<file path="src/rtl/lsu_dccm_arb_if.sv">
//------------------------------------------------------------------------------
// Module   : lsu_dccm_arb_if
// Brief    : Request/grant/strobe bundle between DCCM requesters and the arbiter.
// Revision : 1.0 - initial release
//------------------------------------------------------------------------------
`default_nettype none

interface lsu_dccm_arb_if ();
    logic lsu_freeze;
    logic pipe_req;
    logic dma_req;
    logic dma_write;
    logic stbuf_req;
    logic stbuf_full;
    logic pipe_gnt;
    logic dma_gnt;
    logic stbuf_gnt;
    logic dccm_rd_en;
    logic dccm_wr_en;
    logic pipe_stall_req;
    logic arb_active;

    modport master (
        output lsu_freeze, pipe_req, dma_req, dma_write, stbuf_req, stbuf_full,
        input  pipe_gnt, dma_gnt, stbuf_gnt, dccm_rd_en, dccm_wr_en,
               pipe_stall_req, arb_active
    );

    modport slave (
        input  lsu_freeze, pipe_req, dma_req, dma_write, stbuf_req, stbuf_full,
        output pipe_gnt, dma_gnt, stbuf_gnt, dccm_rd_en, dccm_wr_en,
               pipe_stall_req, arb_active
    );
endinterface

`default_nettype wire

</file>
<file path="src/rtl/lsu_dccm_arb.sv">
//------------------------------------------------------------------------------
// Module   : lsu_dccm_arb
// Brief    : DCCM port arbiter: fixed-priority pipe loads, round-robin DMA/stbuf,
//            starvation-driven pipe stall request.
// Revision : 1.0 - initial release
//------------------------------------------------------------------------------
`default_nettype none

module lsu_dccm_arb #(
    parameter int STARVE_MAX = 8,
    parameter int CNT_W      = 4
) (
    input  wire logic          clk,
    input  wire logic          rst,
    lsu_dccm_arb_if.slave      bus
);

    localparam logic [CNT_W-1:0] c_starve_max = CNT_W'(STARVE_MAX);
    localparam logic [CNT_W-1:0] c_starve_thr = CNT_W'(STARVE_MAX - 1);
    localparam logic [CNT_W-1:0] c_one        = CNT_W'(1);

    generate
        if (STARVE_MAX < 2 || STARVE_MAX > (2**CNT_W) - 1) begin : g_param_check
            $error("lsu_dccm_arb: STARVE_MAX out of range for CNT_W");
        end
    endgenerate

    logic             r_rr_ptr;
    logic [CNT_W-1:0] r_dma_wait_cnt;
    logic [CNT_W-1:0] r_stbuf_wait_cnt;
    logic             r_stall;

    logic w_pipe_win;
    logic w_pipe_gnt;
    logic w_dma_gnt;
    logic w_stbuf_gnt;
    logic w_stall_d;

    assign w_pipe_win = bus.pipe_req & ~bus.lsu_freeze;
    // Grants are forced low combinationally while reset is held.
    assign w_pipe_gnt = w_pipe_win & ~rst;

    always_comb begin
        w_dma_gnt   = 1'b0;
        w_stbuf_gnt = 1'b0;
        if (!rst && !w_pipe_win) begin
            if (bus.stbuf_req && bus.stbuf_full) begin
                w_stbuf_gnt = 1'b1;
            end else if (bus.dma_req && bus.stbuf_req) begin
                w_stbuf_gnt = r_rr_ptr;
                w_dma_gnt   = ~r_rr_ptr;
            end else if (bus.dma_req) begin
                w_dma_gnt = 1'b1;
            end else if (bus.stbuf_req) begin
                w_stbuf_gnt = 1'b1;
            end
        end
    end

    assign w_stall_d = (bus.dma_req   & ~w_dma_gnt   & (r_dma_wait_cnt   >= c_starve_thr))
                     | (bus.stbuf_req & ~w_stbuf_gnt & (r_stbuf_wait_cnt >= c_starve_thr))
                     | (bus.stbuf_req & bus.stbuf_full & ~w_stbuf_gnt);

    always_ff @(posedge clk or posedge rst) begin
        if (rst) begin
            r_rr_ptr         <= 1'b0;
            r_dma_wait_cnt   <= '0;
            r_stbuf_wait_cnt <= '0;
            r_stall          <= 1'b0;
        end else begin
            if (w_dma_gnt) begin
                r_rr_ptr <= 1'b1;
            end else if (w_stbuf_gnt) begin
                r_rr_ptr <= 1'b0;
            end

            // Counters saturate so a long wait cannot wrap back under threshold.
            if (bus.dma_req && !w_dma_gnt) begin
                if (r_dma_wait_cnt != c_starve_max) begin
                    r_dma_wait_cnt <= r_dma_wait_cnt + c_one;
                end
            end else begin
                r_dma_wait_cnt <= '0;
            end

            if (bus.stbuf_req && !w_stbuf_gnt) begin
                if (r_stbuf_wait_cnt != c_starve_max) begin
                    r_stbuf_wait_cnt <= r_stbuf_wait_cnt + c_one;
                end
            end else begin
                r_stbuf_wait_cnt <= '0;
            end

            r_stall <= w_stall_d;
        end
    end

    assign bus.pipe_gnt       = w_pipe_gnt;
    assign bus.dma_gnt        = w_dma_gnt;
    assign bus.stbuf_gnt      = w_stbuf_gnt;
    assign bus.dccm_rd_en     = w_pipe_gnt | (w_dma_gnt & ~bus.dma_write);
    assign bus.dccm_wr_en     = w_stbuf_gnt | (w_dma_gnt & bus.dma_write);
    assign bus.pipe_stall_req = r_stall;
    assign bus.arb_active     = bus.pipe_req | bus.dma_req | bus.stbuf_req | r_stall
                              | (r_dma_wait_cnt != '0) | (r_stbuf_wait_cnt != '0);

endmodule

`default_nettype wire

</file>
<file path="src/flat_wrapper.sv">
// flat-port wrapper written by rule: the top's interface ports become plain ports
module lsu_dccm_arb_flat 
#(
    parameter int STARVE_MAX = 8,
    parameter int CNT_W      = 4
)
  (clk, rst, bus_lsu_freeze, bus_pipe_req, bus_dma_req, bus_dma_write, bus_stbuf_req, bus_stbuf_full, bus_pipe_gnt, bus_dma_gnt, bus_stbuf_gnt, bus_dccm_rd_en, bus_dccm_wr_en, bus_pipe_stall_req, bus_arb_active);
  lsu_dccm_arb_if bus_i ();
  input  wire logic clk;
  input  wire logic rst;
  input wire logic [$bits(bus_i.lsu_freeze)-1:0] bus_lsu_freeze;
  input wire logic [$bits(bus_i.pipe_req)-1:0] bus_pipe_req;
  input wire logic [$bits(bus_i.dma_req)-1:0] bus_dma_req;
  input wire logic [$bits(bus_i.dma_write)-1:0] bus_dma_write;
  input wire logic [$bits(bus_i.stbuf_req)-1:0] bus_stbuf_req;
  input wire logic [$bits(bus_i.stbuf_full)-1:0] bus_stbuf_full;
  output wire logic [$bits(bus_i.pipe_gnt)-1:0] bus_pipe_gnt;
  output wire logic [$bits(bus_i.dma_gnt)-1:0] bus_dma_gnt;
  output wire logic [$bits(bus_i.stbuf_gnt)-1:0] bus_stbuf_gnt;
  output wire logic [$bits(bus_i.dccm_rd_en)-1:0] bus_dccm_rd_en;
  output wire logic [$bits(bus_i.dccm_wr_en)-1:0] bus_dccm_wr_en;
  output wire logic [$bits(bus_i.pipe_stall_req)-1:0] bus_pipe_stall_req;
  output wire logic [$bits(bus_i.arb_active)-1:0] bus_arb_active;
  assign bus_i.lsu_freeze = bus_lsu_freeze;
  assign bus_i.pipe_req = bus_pipe_req;
  assign bus_i.dma_req = bus_dma_req;
  assign bus_i.dma_write = bus_dma_write;
  assign bus_i.stbuf_req = bus_stbuf_req;
  assign bus_i.stbuf_full = bus_stbuf_full;
  assign bus_pipe_gnt = bus_i.pipe_gnt;
  assign bus_dma_gnt = bus_i.dma_gnt;
  assign bus_stbuf_gnt = bus_i.stbuf_gnt;
  assign bus_dccm_rd_en = bus_i.dccm_rd_en;
  assign bus_dccm_wr_en = bus_i.dccm_wr_en;
  assign bus_pipe_stall_req = bus_i.pipe_stall_req;
  assign bus_arb_active = bus_i.arb_active;
  lsu_dccm_arb #(.STARVE_MAX(STARVE_MAX), .CNT_W(CNT_W)) u_core (.clk(clk), .rst(rst), .bus(bus_i));
endmodule
</file>
<file path="config.mk">
export PLATFORM = sky130hd
export DESIGN_NAME = lsu_dccm_arb_flat
export DESIGN_NICKNAME = d
export VERILOG_FILES = /design/src/rtl/lsu_dccm_arb_if.sv /design/src/rtl/lsu_dccm_arb.sv /design/src/flat_wrapper.sv
export SDC_FILE = /design/constraint.sdc
export NUM_CORES = 1
export LEC_CHECK = 0
export BUFFER_PORTS_ARGS = -buffer_cell sky130_fd_sc_hd__clkbuf_2
export CORE_MARGIN = 2
export CORE_UTILIZATION = 32
export CTS_CLUSTER_SIZE = 8
export DETAILED_ROUTE_END_ITERATION = 8
export PLACE_DENSITY_LB_ADDON = 0.1
export SETUP_SLACK_MARGIN = 0.02
export SLEW_MARGIN = 10
export SYNTH_ARGS = -nofsm -noshare
export SYNTH_HDL_FRONTEND = slang
export SYNTH_SLANG_ARGS = --single-unit
</file>
<file path="constraint.sdc">
create_clock -name clk -period 1.68 [get_ports clk]
set_input_delay 0.336 -clock clk [delete_from_list [all_inputs] [get_ports clk]]
set_output_delay 0.336 -clock clk [all_outputs]
set_load 0.005 [all_outputs]
</file>
=== Word-level counts from Yosys, hierarchy flattened ===
Index checks and enable logic that the tools add are counted.

* Logic and storage cells: 64
* Memories: 0
* Output and inout bits: 7
* RAM bits: 0
* Input port bits: 8
* Flip-flop bits (word level): 10
* Latch bits: 0
* Memory bits (read-only): 0

* Add/sub/neg operators: 2
* Bitwise logic cells: 25
* Divide/modulo/power cells: 0
* Shift operators: 0
* Multiplexer cells: 15
* Multiply operators: 0
* Reduce and logical (&&, ||, !) cells: 12
* Order comparisons: 2
* Eq/ne operators: 4

{| class="wikitable"
|+ Operators by type and width
! operator !! number
|-
| $mux 4 || 4
|-
| $mux 1 || 11
|-
| $and 1x1->1 || 10
|-
| $or 1x1->1 || 9
|-
| $add 4x1->4 const B || 2
|-
| $ge 4x3->1 const B || 2
|-
| $ne 4x4->1 const B || 2
|-
| $reduce_bool 4->1 || 2
|-
| $not 1->1 || 6
|-
| $logic_and 1x1->1 || 5
|-
| $logic_not 1->1 || 4
|-
| $ne 2x2->1 const B || 2
|-
| $reduce_bool 2->1 || 1
|}

=== Depth between registers and ports, before layout ===
Gate-level depths: netlist of the first run.

* Depth after elaboration: 10
* Depth in mapped cells: 5
* Gate-level depth less buffers: 5

=== Least setup slack after synthesis of the first run ===
No wires, ideal clock.

* Path type: input to output
* From: input rst
* To: output bus_dccm_wr_en
* Path slack: 0.227 ns
* Arrival time: 1.117 ns
* Buffers on the path: 1
* Stages: 4
* Data required time: 1.344 ns
* Cell sequence: clkbuf_2 -> inv_1 -> nand3_1 -> o2bb2ai_1

* Word-level cells in the longest chain between the ends: 5
* Elaborated cells on any way between the ends: 6
* Classes of those cells: mux: 2; bitwise: 2; reduce/logical: 2

{| class="wikitable"
|+ Ends and longest elaborated chain
! item !! line !! text
|-
| start, declared || flat_wrapper.sv:10 || <nowiki>input wire logic rst;</nowiki>
|-
| $logic_not 1->1 * || lsu_dccm_arb.sv:46 || <nowiki>if (!rst && !w_pipe_win) begin</nowiki>
|-
| $logic_and 1x1->1 * || lsu_dccm_arb.sv:46 ||
|-
| $mux 1 || lsu_dccm_arb.sv:46 ||
|-
| $and 1x1->1 || lsu_dccm_arb.sv:102 || <nowiki>assign bus.dccm_wr_en = w_stbuf_gnt | (w_dma_gnt & bus.dma_write);</nowiki>
|-
| $or 1x1->1 * || lsu_dccm_arb.sv:102 ||
|-
| end, declared || flat_wrapper.sv:21 || <nowiki>output wire logic [$bits(bus_i.dccm_wr_en)-1:0] bus_dccm_wr_en;</nowiki>
|}

Mark *: on every way between the ends. The rest lies on a longest branch, timed or not.

=== Final worst setup path of the first run ===
* From: register u_core.r_rr_ptr
* To: output bus_dccm_wr_en

* Word-level cells in the longest chain between the ends: 6
* Elaborated cells on any way between the ends: 9
* Classes of those cells: mux: 6; bitwise: 3

{| class="wikitable"
|+ Ends and longest elaborated chain
! item !! line !! text
|-
| start, declared || lsu_dccm_arb.sv:28 || <nowiki>logic r_rr_ptr;</nowiki>
|-
| start signal, assigned || lsu_dccm_arb.sv:66 || <nowiki>r_rr_ptr <= 1'b0;</nowiki>
|-
| start signal, assigned || lsu_dccm_arb.sv:72 || <nowiki>r_rr_ptr <= 1'b1;</nowiki>
|-
| start signal, assigned || lsu_dccm_arb.sv:74 || <nowiki>r_rr_ptr <= 1'b0;</nowiki>
|-
| $not 1->1 || lsu_dccm_arb.sv:51 || <nowiki>w_dma_gnt = ~r_rr_ptr;</nowiki>
|-
| $mux 1 || lsu_dccm_arb.sv:49 || <nowiki>end else if (bus.dma_req && bus.stbuf_req) begin</nowiki>
|-
| $mux 1 || lsu_dccm_arb.sv:47 || <nowiki>if (bus.stbuf_req && bus.stbuf_full) begin</nowiki>
|-
| $mux 1 || lsu_dccm_arb.sv:46 ||
|-
| $and 1x1->1 || lsu_dccm_arb.sv:102 ||
|-
| $or 1x1->1 * || lsu_dccm_arb.sv:102 ||
|}

Marked as above.

==> metrics.txt, run 1 <==
P_leak 0.000442 uW; Syn Std Cell Area 674 um^2; worst clock skew about 0.0045 ns; post-synthesis cell count between 60 and 70; prevailing post-synth register cell dfrtp_1; CTS Buffer Depth 2; period utilisation layout 103%; chip width ~50 um; critical-path cell list o21a_1, nor4b_4, o2bb2ai_1, buf_2; r2r worst-path depth 4; Routed Antenna Nets 0; Crit. Startpoint u_core.r_rr_ptr$_DFFE_PP0P_; Max VDD drop between 0.3 and 0.4 mV; clock transition at the registers of the reported paths about 0.070 ns; crit start category flop; wire per inst 12.1 um; Rows 16; Post-CTS Hold Fix Bufs 0; maximum fanout along the worst path 3; failing checks setup timing; via count between 500 and 600; pre-CTS setup slack 0.114 ns; Root Driver clkbuf_4; I/O pin cnt 15; Crit Path Class reg -> out; All-Layer GR Usage between 10% and 20%; TritonRoute pass-1 iters 4; largest net degree at the start of global routing 11; RR Endpoint u_core.r_dma_wait_cnt[1]$_DFFE_PP0P_; run status finished, violations left; proportion of layout cells with a drive suffix above 1 roughly 34%; FF-to-FF setup slack 0.39 ns; # DRC 0; Worst-Skew Late Latency 0.26 ns; Area contributors post-synth dfrtp_1 37%, ha_1 7.4%, a21o_1 4.5%, nand3b_1 4.5%, nor2_1 4.5%; total CTS buffers 3; ANT cells 0; yosys warns 0; total grt overflow 0; Post-synth EDFFs 0; vias per cell 4.81; area delta synth->final 31.2%; DP HPWL 1140 um; Crit. End Element output pin; top-area cell type share of the netlist area roughly 37%; Buffers on Ports 14; CTS tree yes; FMAX around 580 MHz; Initial DRC Count 6; Core Region between 0.0015 and 0.002 mm^2; DIE HEIGHT about 50 um; most frequent cell after synthesis dfrtp_1; crit path time final about 1.7 ns; Synth area leader dfrtp_1; class of the worst hold path in -> async; setup violators final 3; Synth top cells by count 10 x dfrtp_1, 8 x nor2_1, 6 x inv_1; vias in the first global route about 570; Final nets 104; initial core utilization 34.0%; syn_nets 80; Worst Max-Slew Pin Slew between 0.4 and 0.5 ns; Slew Limit Fails 0; reg2reg start u_core.r_rr_ptr$_DFFE_PP0P_; worst setup margin -0.0505 ns; unrepaired setup endpoints after global routing yes; slowest stage delay, CP ~0.4 ns; worst endpoint required time approximately 1.3 ns; synthesis-stage register bit count 10; number of antenna violations at the first check in global routing 0; Synth cell types 27; # clock sinks 10; DRT Wirelength roughly 1400 um; final hold vios 0; fraction of the yosys area taken by sequential cells around 37%; die footprint about 0.0025 mm^2; crit path DAT between 1 and 1.5 ns; Final Util roughly 45%; first-pass GRT wire length approximately 2500 um; maxcap violations 0; CTS H-tree depth 1; Avg Cell Area, Syn slightly below 10 um^2; Slowest-stage cell, CP dfrtp_1; Slew HR approximately 72%; Async SR Flop Fraction between 90% and 100%; RD Place Congestion about 0.7; pwr dens between 700 and 800 mW/mm^2
[logic make-up after synthesis]
| logic type | Yosys count | share of synthesized area (%) |
|---|---|---|
| simple gates | 27 | 26.3 |
| compound gates | 14 | 16.9 |
| flops | 10 | 37.1 |
| buf+inv | 7 | 4.08 |
| xor+xnor | 4 | 5.20 |
| fa+ha+maj | 4 | 7.42 |
| mux | 2 | 2.97 |
[registers in the layout, indices dropped and copies added (netlist names)]
name                       flops
u_core.r_dma_wait_cnt          4
u_core.r_rr_ptr                1
u_core.r_stbuf_wait_cnt        4
u_core.bus.pipe_stall_req      1
[where the power goes]
group / leakage [uW] / internal [uW] / total [uW] / switching (uW)
clock network: 0.0000210 / 131 / 212 / 80.7
registers: 0.000134 / 256 / 268 / 12.8
logic: 0.000287 / 71.5 / 143 / 71.5
total: 0.000442 / 458 / 623 / 165
[worst max path at each step]
stage,slack [ns],end,cells after the start
2_1_floorplan,0.23,bus_dccm_wr_en,4
3_3_place_gp,0.10,bus_dccm_wr_en,5
3_5_place_dp,0.11,bus_dccm_wr_en,5
4_1_cts,-0.09,bus_dccm_wr_en,4
5_1_grt,-0.15,bus_dccm_wr_en,4
6_report,-0.05,bus_dccm_wr_en,4
[through the flow]
step | std cells | instance area (um^2) | hold WS, ns | total power, uW | setup TNS (ns)
finish | 118 | 885 | 0.196 | 623 | -0.124
floorplan | 68 | 674 | 0.382 | 347 | 0
CTS | 116 | 863 | 0.186 | 631 | -0.208
global placement | 111 | 796 | 0.480 | 399 | 0
detailed placement | 111 | 796 | 0.471 | 400 | 0
global route | 118 | 885 | 0.233 | 668 | -0.483
[cell usage in the layout (no fill, tap or decap), drive strengths merged, types with 3 or more instances in the layout]
cell and n:
clkbuf 16, dfrtp 10, nor2 8, buf 8
inv 6, nand3b 4, a21o 4, ha 4
nand2b 3, nand3 3
[repair_timing]
action                     CTS  global route
hold endpoints to repair     0             0
gates cloned                 0             0
setup buffers                1             2
setup endpoints to repair    5             5
resized for setup            4             2
pin swaps                    1             2
[metal layers]
metal | wire length (um) | share of wire [%] | vias up | global-route usage, %
met1 | 675 | 47 | 258 | 17.6
met4 | 11 | 0.77 | 0 | 4.17
met3 | 75 | 5.3 | 2 | 3.33
li1 | - | - | 291 | -
met2 | 660 | 46 | 17 | 20.7
met5 | 0 | 0 | - | 0
[cell type report]
type	count	area (um^2)
Clock buffer	4	36.3
Fill cell	202	1100
Inverter	6	22.5
Multi-Input combinational cell	51	420
Sequential cell	10	250
Tap cell	27	33.8
Timing Repair Buffer	20	121
[critical path, delay by kind of cell, from the launching register on]
kind	cells	cell delay (ns)
compound gates	2	0.36
simple gates	1	0.26
buf+inv	1	0.12
flops	1	0.39
Power figures use the tool's default switching activity.
==> run 2: changes to the inputs <==
Settings changed: REMOVE_ABC_BUFFERS set to 1.
==> run 2 against run 1 <==
  * The flow still finishes with violations (setup timing)
  * Sequential share of layout area shrank 1.0 points
  * Worst setup slack lost 0.091 ns
  * Utilization grew 1.6 points
  * Critical path type unchanged
  * Critical endpoint unchanged
  * Highest routed layer is now met3
==> metrics.txt, run 2 (synthesis gave the netlist of run 1 again) <==
maximum fanout along the worst path 4; Finished Cell Area slightly above 900 um^2; largest registers u_core.r_dma_wait_cnt x4, u_core.r_stbuf_wait_cnt x4; commonest non-fill, non-tap cells in the layout 12 x clkbuf_2, 10 x dfrtp_1, 9 x buf_4, 8 x nor2_1, 5 x inv_1; critical-path cell list o21a_1, nor4b_4, o2bb2ai_1, buf_2; proportion of layout cells with a drive suffix above 1 a little under two fifths; TritonRoute pass-1 iters 1; Crit Path Class reg -> out; number of antenna violations at the first check in global routing 0; first-pass GRT wire length between 2000 and 3000 um; failing checks setup timing; DP HPWL roughly 1100 um; FMAX between 500 and 600 MHz; period utilisation layout 108%; crit start category flop; maxcap violations 0; largest net degree at the start of global routing 11; setup violators final 3; setup tns final -0.397 ns; Worst Max-Slew Pin Slew roughly 0.4 ns; class of the worst hold path in -> async; worst setup margin -0.142 ns; # clock sinks 10; Routed Antenna Nets 0; die footprint 0.00249 mm^2; initial core utilization approximately a third; I/O pin cnt 15; commonest non-fill, non-tap cell in the layout clkbuf_2; FF-to-FF setup slack ~0.23 ns; slowest stage delay, CP between 0.3 and 0.4 ns; All-Layer GR Usage between 10 and 15%; Slew Limit Fails 0; unrepaired setup endpoints after global routing yes; run status finished, violations left; Crit. End Element output pin; crit path time final ~1.8 ns; CTS H-tree depth 1; RD Place Congestion between 0.7 and 0.8; Worst-Skew Late Latency 0.27 ns; RR Endpoint u_core.r_dma_wait_cnt[0]$_DFFE_PP0P_; crit path DAT about 1.5 ns; placed cells 112; Initial DRC Count 0; Max VDD drop between 0.4 and 0.5 mV; vias per cell about 4.8; P_leak ~0.00046 uW; Crit path buffers/inverters 1; worst endpoint required time 1.34 ns; total grt overflow 0; total CTS buffers 3; final hold vios 0; GR Layer Usage met2 23.8%; pwr dens between 700 and 800 mW/mm^2; post-route insts no fill roughly 120; DRT Wirelength 1610 um; crit-path leading delay family flip-flops; DIE HEIGHT around 50 um; wire per inst approximately 13 um; Rows 16; r2r worst-path depth 5; Root Driver clkbuf_4; Final nets approximately 110; chip width ~50 um; Buffers on Ports 14; instance count on the critical path 4; Slowest-stage cell, CP dfrtp_1; met1 usage around 18%; Pwr Total ~650 uW; area delta synth->final 36.0%; gr busiest metal met2; ANT cells 0; via count 577; CTS Buffer Depth 2; reg2reg start u_core.r_rr_ptr$_DFFE_PP0P_; Placed Area between 800 and 900 um^2; # DRC 0; GR Layer Usage met3 4.55%; worst clock skew ~0.0027 ns; clock transition at the registers of the reported paths around 0.07 ns; Core Region around 0.0020 mm^2; Slew HR between 70 and 80%; vias in the first global route approximately 580; CTS tree yes
## run 2: cell types whose count changed in the layout (fill, tap and decap cells not counted), sizes merged
cell,before,now
buf,8,11
## run 2: how the worst max path moves through the flow
stage | endpoint | start
6_report | bus_dccm_wr_en | u_core.r_rr_ptr$_DFFE_PP0P_
3_5_place_dp | bus_dccm_wr_en | bus_pipe_req
4_1_cts | bus_dccm_wr_en | u_core.r_rr_ptr$_DFFE_PP0P_
2_1_floorplan | bus_dccm_rd_en | u_core.r_rr_ptr$_DFFE_PP0P_
3_3_place_gp | bus_dccm_wr_en | bus_pipe_req
5_1_grt | bus_dccm_wr_en | u_core.r_rr_ptr$_DFFE_PP0P_
## run 2: timing repair
action                     CTS  global route
setup endpoints to repair    5             5
setup buffers                1             4
resized for setup            4             4
pin swaps                    1             5
hold buffers                 0             0
## run 2: per-layer routing
| metal | wire length (um) | part of all wire, % |
|---|---|---|
| met5 | 0 | 0 |
| met4 | 0 | 0 |
| met3 | 59 | 3.7 |
| met2 | 811 | 50 |
| met1 | 740 | 46 |
## run 2: report_power, final
group          total, uW  leakage [uW]  switching [uW]  internal (uW)
logic                160      0.000304            78.6           80.9
registers            268      0.000134            12.4            255
clock network        223     0.0000210            91.3            132
## run 2: area by class of cell
type                       instances  area, um^2
fill                             197        1060
multi-input combinational         51         430
sequential                        10         250
timing repair buffer              23         144
clock buffer                       4        36.3
tap                               27        33.8
inverter                           6        22.5
## run 2: stage by stage
step	setup WS (ns)	util (%)	hold slack, ns
finish	-0.142	46.3	0.173
global route	-0.216	46.3	0.204
floorplan	0.266	-	0.185
CTS	-0.117	43.9	0.170
global placement	0.0968	40.5	0.464
detailed placement	0.0924	40.5	0.465
## run 2: worst register-to-register path, delay by kind of cell (launching register included)
family	cells	cell delay, ns
compound gates	2	0.56
flops	1	0.39
simple gates	1	0.11
buf+inv	2	0.26
